[config.mk]
export PLATFORM = sky130hd
export DESIGN_NAME = scr_sig_ctrl
export DESIGN_NICKNAME = d
export VERILOG_FILES = /design/src/rtl/scr_sig_ctrl.sv
export SDC_FILE = /design/constraint.sdc
export NUM_CORES = 1
export LEC_CHECK = 0
export ABC_AREA = 1
export CORE_AREA = 5 5 433 435
export CTS_CLUSTER_SIZE = 25
export DETAILED_ROUTE_END_ITERATION = 8
export DIE_AREA = 0 0 438 440
export GPL_TIMING_DRIVEN = 0
export MAX_ROUTING_LAYER = met4
export PLACE_DENSITY = 0.3
export SYNTH_ARGS = -nofsm -noshare
export SYNTH_HDL_FRONTEND = slang
export SYNTH_SLANG_ARGS = --single-unit
[constraint.sdc]
create_clock -name clk -period 2.15 [get_ports clk]
set_clock_uncertainty 0.05 [all_clocks]
set_input_delay 0.43 -clock clk [delete_from_list [all_inputs] [get_ports clk]]
set_output_delay 0.43 -clock clk [all_outputs]
set_load 0.01 [all_outputs]
[src/rtl/scr_sig_ctrl.sv]
// Frame controller for the 528-bit, 14-bit-per-step scrambler/signature register.
// Optional abort input is compiled in when SCR_SIG_ABORT_EN is defined.
module scr_sig_ctrl #(
  parameter int unsigned W     = 528,
  parameter int unsigned CHUNK = 14,
  parameter int unsigned LEN_W = 16
) (
  input  logic             clk,
  input  logic             rst,
  input  logic             start,
  input  logic [W-1:0]     seed,
  input  logic [LEN_W-1:0] frame_len,
  input  logic             in_valid,
  input  logic [CHUNK-1:0] in_data,
`ifdef SCR_SIG_ABORT_EN
  input  logic             abort,
`endif
  output logic             in_ready,
  output logic [W-1:0]     sig_out,
  output logic             busy,
  output logic             done,
  output logic [LEN_W-1:0] chunks_left
);

  localparam int unsigned Tap0 = 169;
  localparam int unsigned Tap1 = 283;
  localparam int unsigned Tap2 = 401;

  typedef enum logic [1:0] {
    StIdle,
    StRun,
    StDone
  } state_e;

  state_e           state_q, state_d;
  logic [W-1:0]     sig_q, sig_d;
  logic [LEN_W-1:0] cnt_q, cnt_d;
  logic [W-1:0]     stepped;
  logic             abort_act;

  // One serial step: feedback from the MSB into bit 0 and the three tap positions.
  function automatic logic [W-1:0] step_bit(input logic [W-1:0] s, input logic d);
    logic         m;
    logic [W-1:0] r;
    m       = s[W-1];
    r       = {s[W-2:0], m ^ d};
    r[Tap0] = m ^ s[Tap0-1];
    r[Tap1] = m ^ s[Tap1-1];
    r[Tap2] = m ^ s[Tap2-1];
    return r;
  endfunction

  always_comb begin
    stepped = sig_q;
    for (int unsigned k = 0; k < CHUNK; k++) begin
      stepped = step_bit(stepped, in_data[k]);
    end
  end

`ifdef SCR_SIG_ABORT_EN
  assign abort_act = abort && (state_q == StRun);
`else
  assign abort_act = 1'b0;
`endif

  always_comb begin
    state_d = state_q;
    sig_d   = sig_q;
    cnt_d   = cnt_q;
    unique case (state_q)
      StIdle: begin
        if (start) begin
          sig_d   = seed;
          cnt_d   = frame_len;
          state_d = (frame_len == '0) ? StDone : StRun;
        end
      end
      StRun: begin
        if (abort_act) begin
          cnt_d   = '0;
          state_d = StIdle;
        end else if (in_valid) begin
          sig_d = stepped;
          cnt_d = cnt_q - LEN_W'(1);
          // RUN is only entered with a nonzero count, so this is the last chunk.
          if (cnt_q == LEN_W'(1)) begin
            state_d = StDone;
          end
        end
      end
      StDone: begin
        state_d = StIdle;
      end
      default: begin
        state_d = StIdle;
      end
    endcase
  end

  always_ff @(posedge clk) begin
    if (rst) begin
      state_q <= StIdle;
      sig_q   <= '0;
      cnt_q   <= '0;
    end else begin
      state_q <= state_d;
      sig_q   <= sig_d;
      cnt_q   <= cnt_d;
    end
  end

  assign in_ready    = (state_q == StRun) && !abort_act;
  assign busy        = (state_q != StIdle);
  assign done        = (state_q == StDone);
  assign sig_out     = sig_q;
  assign chunks_left = cnt_q;

endmodule

==> flow_summary.yaml <==
run_status:
  status: "finished, violations left"
  violations: "setup timing"
cells_and_area:
  final_cell_mix: "nand2_1 (1073), clkdlybuf4s50_1 (570), a31oi_1 (517)"
  multi_input_area_um2: 11150
  fillerInstances: 20780
  num-nets-final: 5001
  layout-drive-gt1-share_pct: 11.27
  final_util_pct: 22.22
  stdcell_area_um2: 40590
  syn_to_final_growth_pct: 72.96
  regArea_um2: 11120
  final_common_cell: "nand2_1"
logic_synthesis:
  syn_nets: 3796
  yosys.area.top_type: "dfxtp_1"
  ys_ff_latch: 546
  yosysSeqAreaShare_pct: 46.58
  ys_types: 25
  synthTopCellsByArea: "dfxtp_1 (47%), nand2_1 (17%), a31oi_1 (14%)"
  synth.top_cell.area_share_pct: 46.58
  syn_area_per_cell_um2: 7.260
  yosysWarnings: 0
  syn_inst: 3232
  netlist_area_um2: 23470
setup_path:
  cp-start-kind: "flop"
  cp_max_fo: 5
  crit_path_end_kind: "primary output"
  worstSetupPathType: "flop to primary output"
  cp.arrival_ns: 1.68
  cp.required_ns: 1.67
global_routing:
  grt_max_degree: 13
  grt_use_total_pct: 21.36
  grt_pass1_vias: 29950
  antenna_found_initial: 92
  grt_pass1_wl_um: 276100
  grt.overflow.total: 0
min_path:
  hold_class: "input pin to flop"
detailed_routing:
  vias_per_cell: 4.290
  wl_um: 211000
  drt_iter0_drc: 2046
  wl_per_cell_um: 30.40
  first_pass_iters: 5
  ant_nets: 0
  vias: 29770
  drc: 0
timing:
  hold_slack_ns: 0.2487
  worst_pin_slew_ns: 1.262
  clock.fmax_mhz: 463.5
  finalHoldViolations: 0
  rsz0062_at_grt: "yes"
  maxSlewHeadroom_pct: 15.88
  fin_crit_ns: 2.157
  post-route-period-util_pct: 100.3
  final_max_slew_viol_count: 0
  fin_ws_ns: -0.007418
  finalSetupViolCount: 1
floorplan:
  initial_core_util_pct: 12.84
  die_h_um: 440
  die_w_um: 438
  placementRows: 157
  core-area_um2: 182700
  dieArea_um2: 192700
  io_pins: 1109
job:
  maxCapViolCount: 0
placed_design:
  place_area_um2: 37540
  dp_slack_ns: -1.798
  place.gp.congestion: 0.8908
  io_buffers: 1108
  dp_hpwl_um: 173800
pwr:
  power_mw: 39.27
  powerDensity_nw_per_um2: 967.5
  p_leak_nw: 17.02
  ir_drop_mv: 0.5637
clock_network:
  root_buffer: "clkbuf_16"
  cts.clk_slew.worst_paths_ns: 0.06
  clk_path_buf_depth: 3
  clock_sinks: 546
  cts_buffers: 80
  cts_tree: "done"
  clock_latency_ns: 0.68
  htreeDepth: 3
[critical path: stages, from the launching register on]
cell and delay (ns):
dfxtp_4 0.37, inv_4 0.05, nand2_8 0.10, inv_16 0.05, clkbuf_16 0.15, clkbuf_16 0.15
buf_6 0.11
[power by group]
group	total, mW	internal (mW)	leakage [nW]	switching (mW)
clock network	13.7	7.99	1.30	5.72
logic	11.6	4.41	11.1	7.18
registers	14.0	11.8	4.58	2.17
[kinds of logic (layout without fill, tap and decap cells)]
kind of cell | count (synthesis) | in the layout | synth area share, %
AO/OA/AOI/OAI | 1169 | 1169 | 27.73
XOR/XNOR | 19 | 19 | 0.7092
adder cells (fa/ha/maj) | 2 | 2 | 0.1066
buffers and inverters | 339 | 1604 | 6.025
flip-flops | 546 | 546 | 46.58
multiplexers | 4 | 4 | 0.1706
other | 0 | 58 | 0
AND/OR/NAND/NOR | 1153 | 1153 | 18.67
[through the flow]
step,std cells,setup TNS [ns]
after detailed placement,6725,-891.40
after global routing,6928,-0.1021
after CTS,6876,-0.2723
after floorplan,3232,0
final,6940,-0.007418
after global placement,6725,-969.45
[routing by layer]
layer / part of all wire, % / GRT usage (%) / vias up
li1: - / - / 13800
met1: 37 / 22.58 / 14620
met2: 53 / 39.59 / 1083
met3: 5.7 / 4.770 / 271
met4: 3.5 / 6.444 / 0
met5: 0 / - / -
[area by class of cell]
class | count | share of cell area [%]
buffer | 311 | 4.325
clock inverter | 17 | 0.5919
tap | 2385 | 7.353
antenna | 58 | 0.3576
inverter | 27 | 0.2960
multi-input combinational | 2347 | 27.48
clock buffer | 125 | 5.944
sequential | 546 | 27.41
timing repair buffer | 1124 | 26.24
[registers in the layout (all words and copies together) (netlist names)]
register	count
sig_out	528
chunks_left	16
state_q	2
[synthesized netlist by cell type (all sizes together)]
| cell type | instances |
|---|---|
| nand4 | 5 |
| o22ai | 2 |
| clkbuf | 205 |
| xor2 | 19 |
| mux2i | 4 |
| dfxtp | 546 |
| o211ai | 1 |
| a21oi | 71 |
| o21bai | 1 |
| nand2 | 1074 |
| nor3 | 1 |
| ha | 2 |
| nand3 | 20 |
| inv | 27 |
| o21a | 1 |
| o21ai | 576 |
| or2 | 5 |
| nor2 | 48 |
| a31oi | 517 |
| buf | 107 |
[worst paths after layout]
check	startpoint	end	slack [ns]	depth (start not counted)
worst max-delay path	state_q[1]	in_ready	-0.007	6
worst min-delay path	seed[132]	sig_out[132]	0.25	3
worst max register to register	state_q[1]	sig_out[427]	0.12	8
worst min register to register	sig_out[513]	sig_out[527]	0.44	2
[timing repair]
| item | in CTS | in global routing |
|---|---|---|
| setup endpoints to repair | 1079 | 348 |
| gates resized for setup | 875 | 130 |
| gates cloned | 0 | 2 |
| pin swaps | 1 | 1 |
| hold buffers | 0 | 0 |
| buffers inserted | 9 | 5 |
Note: power is estimated with default switching activity, not from simulation.
